===== config.mk =====
export PLATFORM = sky130hd
export DESIGN_NAME = fsm3_seq_detector_flat
export DESIGN_NICKNAME = d
export VERILOG_FILES = /design/src/rtl/fsm3_seq_detector_pkg.sv /design/src/rtl/fsm3_seq_detector_if.sv /design/src/rtl/fsm3_seq_detector.sv /design/src/flat_wrapper.sv
export SDC_FILE = /design/constraint.sdc
export NUM_CORES = 1
export LEC_CHECK = 0
export BUFFER_PORTS_ARGS = -buffer_cell sky130_fd_sc_hd__buf_2
export CAP_MARGIN = 20
export CORE_AREA = 3 3 40 42
export DETAILED_ROUTE_END_ITERATION = 10
export DIE_AREA = 0 0 43 45
export RECOVER_POWER = 100
export SLEW_MARGIN = 10
export SYNTH_ARGS = -nofsm -noshare
export SYNTH_HDL_FRONTEND = slang
export SYNTH_SLANG_ARGS = --single-unit
export TNS_END_PERCENT = 20

===== constraint.sdc =====
create_clock -name clk -period 3 [get_ports clk]
set_clock_uncertainty 0.15 [all_clocks]
set_input_delay 0.15 -clock clk [delete_from_list [all_inputs] [get_ports clk]]
set_output_delay 0.15 -clock clk [all_outputs]
set_load 0.01 [all_outputs]

===== src/rtl/fsm3_seq_detector_pkg.sv =====
`default_nettype none
// ============================================================================
// Package : fsm3_pkg
// Default pattern constants plus elaboration-time helpers for the detector.
// Rev     : 1.0
// ============================================================================
package fsm3_pkg;

  localparam int         c_DEF_PAT_LEN = 4;
  localparam logic [3:0] c_DEF_PATTERN = 4'b1011;
  localparam int         c_MAX_PAT_LEN = 8;

  function automatic int state_width(input int pat_len);
    return $clog2(pat_len + 1);
  endfunction

  // Longest pattern prefix that is a suffix of (first k pattern bits, b).
  // Strings are held MSB-first, so a prefix of length L is pattern >> (pat_len-L).
  function automatic int next_state(input int k, input logic b, input logic [7:0] pattern,
                                    input int pat_len, input bit overlap);
    logic [15:0] pat;
    logic [15:0] hist;
    logic [15:0] mask;
    logic [15:0] pre;
    int          kk;
    int          best;
    pat  = 16'(pattern) & ((16'd1 << pat_len) - 16'd1);
    kk   = (k >= pat_len && !overlap) ? 0 : k;
    hist = ((pat >> (pat_len - kk)) << 1) | 16'(b);
    best = 0;
    for (int l = 1; l <= c_MAX_PAT_LEN + 1; l++) begin
      if (l <= pat_len && l <= kk + 1) begin
        mask = (16'd1 << l) - 16'd1;
        pre  = (pat >> (pat_len - l)) & mask;
        if ((hist & mask) == pre) begin
          best = l;
        end
      end
    end
    return best;
  endfunction

endpackage
`default_nettype wire


===== src/rtl/fsm3_seq_detector_if.sv =====
`default_nettype none
// ============================================================================
// Interface : fsm3_seq_detector_if
// Serial bit stream in, registered match pulse out.
// Rev       : 1.0
// ============================================================================
interface fsm3_seq_detector_if;

  logic seq;
  logic dout;

  modport master (output seq, input dout);
  modport slave  (input seq, output dout);

endinterface
`default_nettype wire


===== src/rtl/fsm3_seq_detector.sv =====
`default_nettype none
// ============================================================================
// Module : fsm3_seq_detector
// Moore detector of a PAT_LEN-bit serial pattern with registered match pulse.
// Rev    : 1.0
// ============================================================================
module fsm3_seq_detector
  import fsm3_pkg::*;
#(
  parameter int               PAT_LEN = c_DEF_PAT_LEN,
  parameter logic [PAT_LEN-1:0] PATTERN = c_DEF_PATTERN,
  parameter bit               OVERLAP = 1'b1
) (
  input  wire logic        clk,
  input  wire logic        rst,
  fsm3_seq_detector_if.slave bus
);

  localparam int         c_SW       = state_width(PAT_LEN);
  localparam logic [7:0] c_PATTERN8 = 8'(PATTERN);

  if (PAT_LEN < 2 || PAT_LEN > c_MAX_PAT_LEN) begin : g_bad_pat_len
    $error("fsm3_seq_detector: PAT_LEN must be in 2..8");
  end

  // Intermediate states S1..S{PAT_LEN-1} are plain binary codes between these two.
  typedef enum logic [c_SW-1:0] {
    S0      = '0,
    S_MATCH = c_SW'(PAT_LEN)
  } state_e;

  state_e r_state;
  state_e w_next_state;
  logic   r_dout;

  // Each reachable code maps to a constant transition; any other code falls to S0.
  always_comb begin
    w_next_state = S0;
    for (int k = 0; k <= PAT_LEN; k++) begin
      if (r_state == state_e'(c_SW'(k))) begin
        w_next_state = state_e'(c_SW'(next_state(k, bus.seq, c_PATTERN8, PAT_LEN, OVERLAP)));
      end
    end
  end

  always_ff @(posedge clk or negedge rst) begin
    if (!rst) begin
      r_state <= S0;
      r_dout  <= 1'b0;
    end else begin
      r_state <= w_next_state;
      r_dout  <= (w_next_state == S_MATCH);
    end
  end

  assign bus.dout = r_dout;

endmodule
`default_nettype wire


===== src/flat_wrapper.sv =====
// flat-port wrapper written by rule: the top's interface ports become plain ports
module fsm3_seq_detector_flat import fsm3_pkg::*;
#(
  parameter int               PAT_LEN = c_DEF_PAT_LEN,
  parameter logic [PAT_LEN-1:0] PATTERN = c_DEF_PATTERN,
  parameter bit               OVERLAP = 1'b1
)
  (clk, rst, bus_seq, bus_dout);
  fsm3_seq_detector_if bus_i ();
  input  wire logic clk;
  input  wire logic rst;
  input wire logic [$bits(bus_i.seq)-1:0] bus_seq;
  output wire logic [$bits(bus_i.dout)-1:0] bus_dout;
  assign bus_i.seq = bus_seq;
  assign bus_dout = bus_i.dout;
  fsm3_seq_detector #(.PAT_LEN(PAT_LEN), .PATTERN(PATTERN), .OVERLAP(OVERLAP)) u_core (.clk(clk), .rst(rst), .bus(bus_i));
endmodule

-- Word-level counts from Yosys, hierarchy flattened
Index checks and enable logic that the tools add are counted.
- flip-flop bits (word level): 4
- bits in latches: 0
- RAM bits: 0
- bits in read-only memories: 0
- input bits: 3
- output and inout port bits: 1
- logic and storage cells: 17
- memories: 0
- add/sub/neg operators: 0
- multiply operators: 0
- divide/modulo/power cells: 0
- magnitude comparators: 0
- eq/ne operators: 5
- shift operators: 0
- muxes and demuxes: 9
- bitwise operators: 0
- reduce and logical (&&, ||, !) cells: 1
- operators with widths (cell ; number):
    $mux 3 ; 6
    $eq 3x2->1 const B ; 2
    $eq 3x3->1 const B ; 2
    $eq 3x1->1 const B ; 1
    $logic_not 3->1 ; 1
    $mux 1 ; 2
    $mux 2 ; 1

-- Depth between registers and ports, before layout
Gate-level depths: netlist of the first run.
- depth in word-level cells: 7
- mapped depth: 2
- mapped depth without buffers: 2

-- Worst setup path before layout of the first run
OpenSTA, ideal clock, no wires.
- path kind: register to register
- from: reg u_core.r_state[0]
- to: reg u_core.r_state[1]
- setup time: 0.131 ns
- arrival time: 0.871 ns
- setup slack: 1.847 ns
- stages on the path, launching flop included: 3
- cell sequence: dfrtp_1 > nor3b_1 > or3_1
- cells in the longest elaborated chain, start to end: 5
- ends and longest elaborated chain (what ; RTL line ; RTL):
    start: declaration ; fsm3_seq_detector.sv:32 ; state_e r_state;
    start signal: assignment ; fsm3_seq_detector.sv:51 ; r_state <= w_next_state;
    $eq 3x1->1 ; fsm3_seq_detector.sv:40 ; if (r_state == state_e'(c_SW'(k))) begin
    $mux 3 (3 in series) ; fsm3_seq_detector.sv:40 ;
    $mux 3 (*) ; fsm3_seq_detector.sv:40 ;
    named net u_core.w_next_state[1] ; fsm3_seq_detector.sv:33 ; state_e w_next_state;
Mark *: on every way through the listed nets, which the timed path passes. The rest lies on a longest branch.

-- Worst setup path in the final report of the first run
Ends and elaborated chain as after synthesis.

==> results.cfg, run 1 <==
[floorplan]
dieArea_sq_mm = 0.00194
start_util = 0.131
io_pins = 4
core-area_sq_mm = 0.00128
die-height_microns = 45
dieWidth_microns = 43
rows = 13

[critical_path]
required_ps = 2960
rr_startpoint = u_core.r_state[0]
ff2ff_setup_slack_ps = 1790
worstSetupEndpointType = flop
reg2reg_to = u_core.r_state[1]
cp_data_arrival_time_ps = 1170
crit_fanout = 6
crit_type = reg -> reg
reg2reg_depth = 2
cp-start-kind = flop

[sta]
hold_viol = 0
final.setup.tns_ps = 0
max_freq_mhz = 827
whs_ps = 30.9
report.final.setup_viol = 0
maxSlewViolCount = 0
rsz0062_at_grt = false
period_minus_slack_ps = 1210
finalCritPeriodShare = 0.403
relSlewSlack = 0.853
worst_pin_slew_ps = 218

[detailed_routing]
wl_per_cell_microns = 10.1
drtPass1Iterations = 4
drcViolationCount = 0
vias = 138
ant_nets = 0
drt_iter0_markers = 3
drt-total-wl_microns = 355
via_per_inst = 3.94

[clock_network]
cts_root_buffer = clkbuf_4
cts_resized = 0
post_cts_buffers = 0
insertion_delay_ps = 240
ctsHoldBuffers = 1
ctsHtreeMaxLevel = 1
cts_tree = done
path_clk_slew_ps = 40
cts_buffer_depth = 2
cts_buffers = 3
cts_num_sinks = 4

[synthesis]
synth_area_leaders = dfrtp_1 (59%), and4b_1 (12%), nor4bb_1 (5.9%), nor4b_1 (5.2%), nor3b_1 (4.4%)
yosysTopAreaCellShare = 0.593
ys_ff_latch = 4
yosys_warnings = 0
syn-instance-count = 13
avgSynthCellArea_sq_um = 13.0
syn_area_sq_um = 169
synth_area_leader_cell = dfrtp_1
ys_types = 9
syn_nets = 16
yosysSeqAreaShare = 0.593

[finish]
layout_commonest_cell = dfrtp_1
n_antenna_cell = 0
final_nets = 25
final_cell_mix = dfrtp_1 (4), clkbuf_4 (3), and4b_1 (2), clkbuf_1 (2)
syn_to_final_growth_pct = 37.8
fin_cells = 35
fill_cells = 143
drive_gt1_frac = 0.200

[power]
leakagePower_uw = 0.000103
power.density_mw_per_mm2 = 616
ir_worst_vdd_v = 0.000192

[placement]
hpwl_microns = 264
portBuffers = 3
gp_congestion = 0.662
dp.cells = 31

[global_route]
grt_max_degree = 8
antenna_found_initial = 0
use_met3 = 0.0359
overflow = 0
grt_pass1_wl_microns = 572
grt_util_met2 = 0.0539
busiest_layer = met4
grt_util_all_layers = 0.0460
grt_util_met1 = 0.0465
first_global_vias = 136

[hold_path]
hold_end = u_core.r_state[0]
min_path_type = in -> reg
min_from = bus_seq
hold_path_depth = 2

[outcome]
status = finished clean

[job]
max_cap_viol_count = 0
-- power breakdown --
group          internal [uW]  total (uW)  switching, uW  leakage, uW
Combinational           6.72        11.6           4.91    0.0000373
Clock                   44.9        68.5           23.7    0.0000138
Sequential              58.3        63.2           4.93    0.0000523
Total                    110         143           33.5     0.000103
-- logic make-up after synthesis --
logic type,Yosys count,synth area share
AOI/OAI and AO/OA,2,0.0741
DFF,4,0.593
and+or+nand+nor,7,0.333
-- layer usage --
layer	part of all wire	up-vias
met5	0	-
met4	0.037	0
met3	0.11	2
met2	0.42	7
met1	0.43	64
li1	-	65
-- stage by stage --
step	area, sq um	power [uW]	util	setup slack, ps
6_report	233	143	0.181	1790
5_1_grt	233	152	0.181	1750
4_1_cts	235	147	0.183	1790
3_5_place_dp	203	75.0	0.158	1800
3_3_place_gp	203	73.0	0.158	1840
2_1_floorplan	169	69.2	-	1850
-- registers in the layout, indices dropped and copies added, names as in the netlist --
register         count
u_core.bus.dout      1
u_core.r_state       3
-- layout make-up --
| cell class | count | area, sq um | share of cell area |
|---|---|---|---|
| clock buffer | 3 | 22.5 | 0.0968 |
| tap | 15 | 18.8 | 0.0806 |
| sequential | 4 | 100 | 0.430 |
| timing repair buffer | 4 | 22.5 | 0.0968 |
| multi-input combinational | 9 | 68.8 | 0.296 |
-- synthesized netlist by cell type --
| master | number |
|---|---|
| dfrtp_1 | 4 |
| and4b_1 | 2 |
| a21oi_1 | 1 |
| nor2_1 | 1 |
| nor3b_1 | 1 |
| nor4b_1 | 1 |
| nor4bb_1 | 1 |
| o21a_1 | 1 |
| or3_1 | 1 |
-- how the worst max path moves through the flow --
stage	start	end	slack, ps	cells past startpoint
2_1_floorplan	u_core.r_state[0]	u_core.r_state[1]	1850	2
3_3_place_gp	u_core.r_state[0]	u_core.r_state[1]	1840	2
3_5_place_dp	u_core.r_state[0]	u_core.r_state[1]	1800	2
4_1_cts	u_core.r_state[0]	u_core.r_state[1]	1790	2
5_1_grt	u_core.r_state[0]	u_core.r_state[1]	1750	2
6_report	u_core.r_state[0]	u_core.r_state[1]	1790	2
-- critical path, cell delays in order (launching register included) --
cell and delay, ps:
dfrtp_1 410, nor3b_1 160, or3_1 360
No activity file was read; power rests on OpenSTA's default activity.
==> run 2, diff against run 1 <==
ABC_AREA = 1   (was default)
clock period = 1.1 ns   (was 3 ns; I/O delays follow)
==> results.cfg, run 2 <==
[critical_path]
cp_common_cell = nand2_1
crit_path_max_incr_delay_ps = 520
required_ps = 1080
worstSetupEndpointType = flop
slowest_stage = dlygate4sd3_1
cp_cell_sequence = dlygate4sd3_1, clkbuf_1, inv_2, nand2_1, nand2_1, nand2_1, nand2_1
cp_data_arrival_time_ps = 960
crit_type = in -> reg
cp-start-kind = input port
cp_top_family = buffers and inverters
crit_buf_inv = 3
crit_fanout = 5

[clock_network]
path_clk_slew_ps = 40
cts_root_buffer = clkbuf_4
cts_buffers = 3
cts_buffer_depth = 2
cts_resized = 0
cts_tree = done
ctsHtreeMaxLevel = 1
cts_num_sinks = 4
insertion_delay_ps = 240

[job]
max_cap_viol_count = 0

[finish]
syn_to_final_growth_pct = 43.9
fin_area_sq_um = 238
n_antenna_cell = 0
largest_register = u_core.r_state
layout_commonest_cell = nand2_1
largest_reg_flops = 3
final_nets = 33
drive_gt1_frac = 0.143
fin_cells = 43
final_cell_mix = nand2_1 (7), dfrtp_1 (4), nor2_1 (3), clkbuf_4 (3), clkbuf_1 (3)

[sta]
rsz0062_at_grt = false
hold_viol = 0
relSlewSlack = 0.851
report.final.setup_viol = 0
max_freq_mhz = 1010
period_minus_slack_ps = 985
finalCritPeriodShare = 0.896
setup_ws_ps = 115
worst_pin_slew_ps = 223
maxSlewViolCount = 0
final.setup.tns_ps = 0

[placement]
dp_slack_ps = 145
portBuffers = 3
gp_congestion = 0.646
placed_cell_area_sq_um = 199
dp.cells = 38

[power]
seqPwrFrac = 0.437
switchingPower_uw = 164
combPwrFrac = 0.202
ir_worst_vdd_v = 0.000390
intPower_uw = 360
p_clk_frac = 0.361
netSwitchingFraction = 0.313
power.density_mw_per_mm2 = 2200
leakagePower_uw = 0.000119

[detailed_routing]
wl_per_cell_microns = 6.93
vias = 146
drt_iter0_markers = 4
drt-total-wl_microns = 298
drcViolationCount = 0
via_per_inst = 3.40
drtPass1Iterations = 4
ant_nets = 0

[synthesis]
synth_area_leaders = dfrtp_1 (61%), nand2_1 (16%), nor2_1 (6.8%), nor3_1 (6.1%), nand3_1 (3.0%)
synth_edf_count = 0
synth_area_leader_cell = dfrtp_1
yosys_warnings = 0
syn-instance-count = 20
yosysMostFrequentCell = nand2_1
synth_mux_area_frac = 0
synth_commonest_cells = nand2_1 (7), dfrtp_1 (4), nor2_1 (3)
synth_xor_area_frac = 0
yosysTopAreaCellShare = 0.606
syn_nets = 23
yosys_most_used_dff = dfrtp_1
avgSynthCellArea_sq_um = 8.26
syn_area_sq_um = 165
yosysSeqAreaShare = 0.606
synth_fa_ha_area_frac = 0
synth_top_family_by_area = simple AND/OR/NAND/NOR gates
synth_compound_area_frac = 0.0303
ys_ff_latch = 4
ys_types = 8
synth-simple-area-share = 0.318
async_reset_ff_frac = 1.00

[floorplan]
dieWidth_microns = 43
start_util = 0.129
rows = 13
dieArea_sq_mm = 0.00194
io_pins = 4
die-height_microns = 45
core-area_sq_mm = 0.00128

[global_route]
grt_max_degree = 6
grt_util_all_layers = 0.0434
overflow = 0
antenna_found_initial = 0
first_global_vias = 133
grt_pass1_wl_microns = 483

[hold_path]
min_path_type = in -> async

[outcome]
status = finished clean
-- run 2: cell count changes after synthesis, moves of 2 or more --
cell,change
nand2_1,+7
and4b_1,-2
nor2_1,+2
nor3_1,+2
-- run 2: final timing paths --
| path | cells after the start | to | slack, ps | from |
|---|---|---|---|---|
| min reg2reg | 1 | u_core.r_state[0] | 330 | u_core.r_state[1] |
| max | 7 | u_core.r_state[1] | 110 | bus_seq |
| max in group asynchronous | 2 | u_core.r_state[2] | 580 | rst |
| max reg2reg | 4 | u_core.r_state[1] | 150 | u_core.r_state[0] |
| min | 2 | u_core.r_state[0] | 30 | rst |
| min in group clk | 1 | u_core.r_state[0] | 330 | u_core.r_state[1] |
-- run 2: layer usage --
metal  up-vias  GRT usage  wire length, microns  part of all wire
li1         79          -                     -                 -
met1        62     0.0365                   125              0.42
met2         5     0.0479                   135              0.45
met3         0     0.0359                    37              0.12
met4         0     0.0723                     0                 0
met5         -          0                     0                 0
-- run 2: area by class of cell --
class | count | area, sq um
Timing Repair Buffer | 5 | 31.3
Inverter | 2 | 7.51
Multi-Input combinational cell | 14 | 57.6
Clock buffer | 3 | 22.5
Sequential cell | 4 | 100
Fill cell | 154 | 1050
Tap cell | 15 | 18.8
-- run 2: cell families after synthesis --
group,after synthesis
compound gates,1
flops,4
buf+inv,2
simple gates,13
-- run 2: power groups by stage --
stage               sequential [uW]  combinational, uW  clock, uW
global route                    235                127        200
CTS                             228                112        197
floorplan                       227               78.8          0
finish                          229                106        189
global placement                229                104          0
detailed placement              230                107          0
-- run 2: repair_timing --
| action | CTS | global route |
|---|---|---|
| buffers inserted | 0 | 0 |
| hold buffers | 2 | 0 |
| hold endpoints to repair | 8 | 0 |
| endpoints found under the setup margin | 0 | 0 |
-- run 2: stage by stage --
step                      hold slack (ps)  utilization  total power (uW)
final                                27.8        0.185               524
after floorplan                      -391            -               306
after global routing                 60.7        0.185               562
after CTS                            1.34        0.188               536
after detailed placement             -283        0.155               337
after global placement               -286        0.155               333
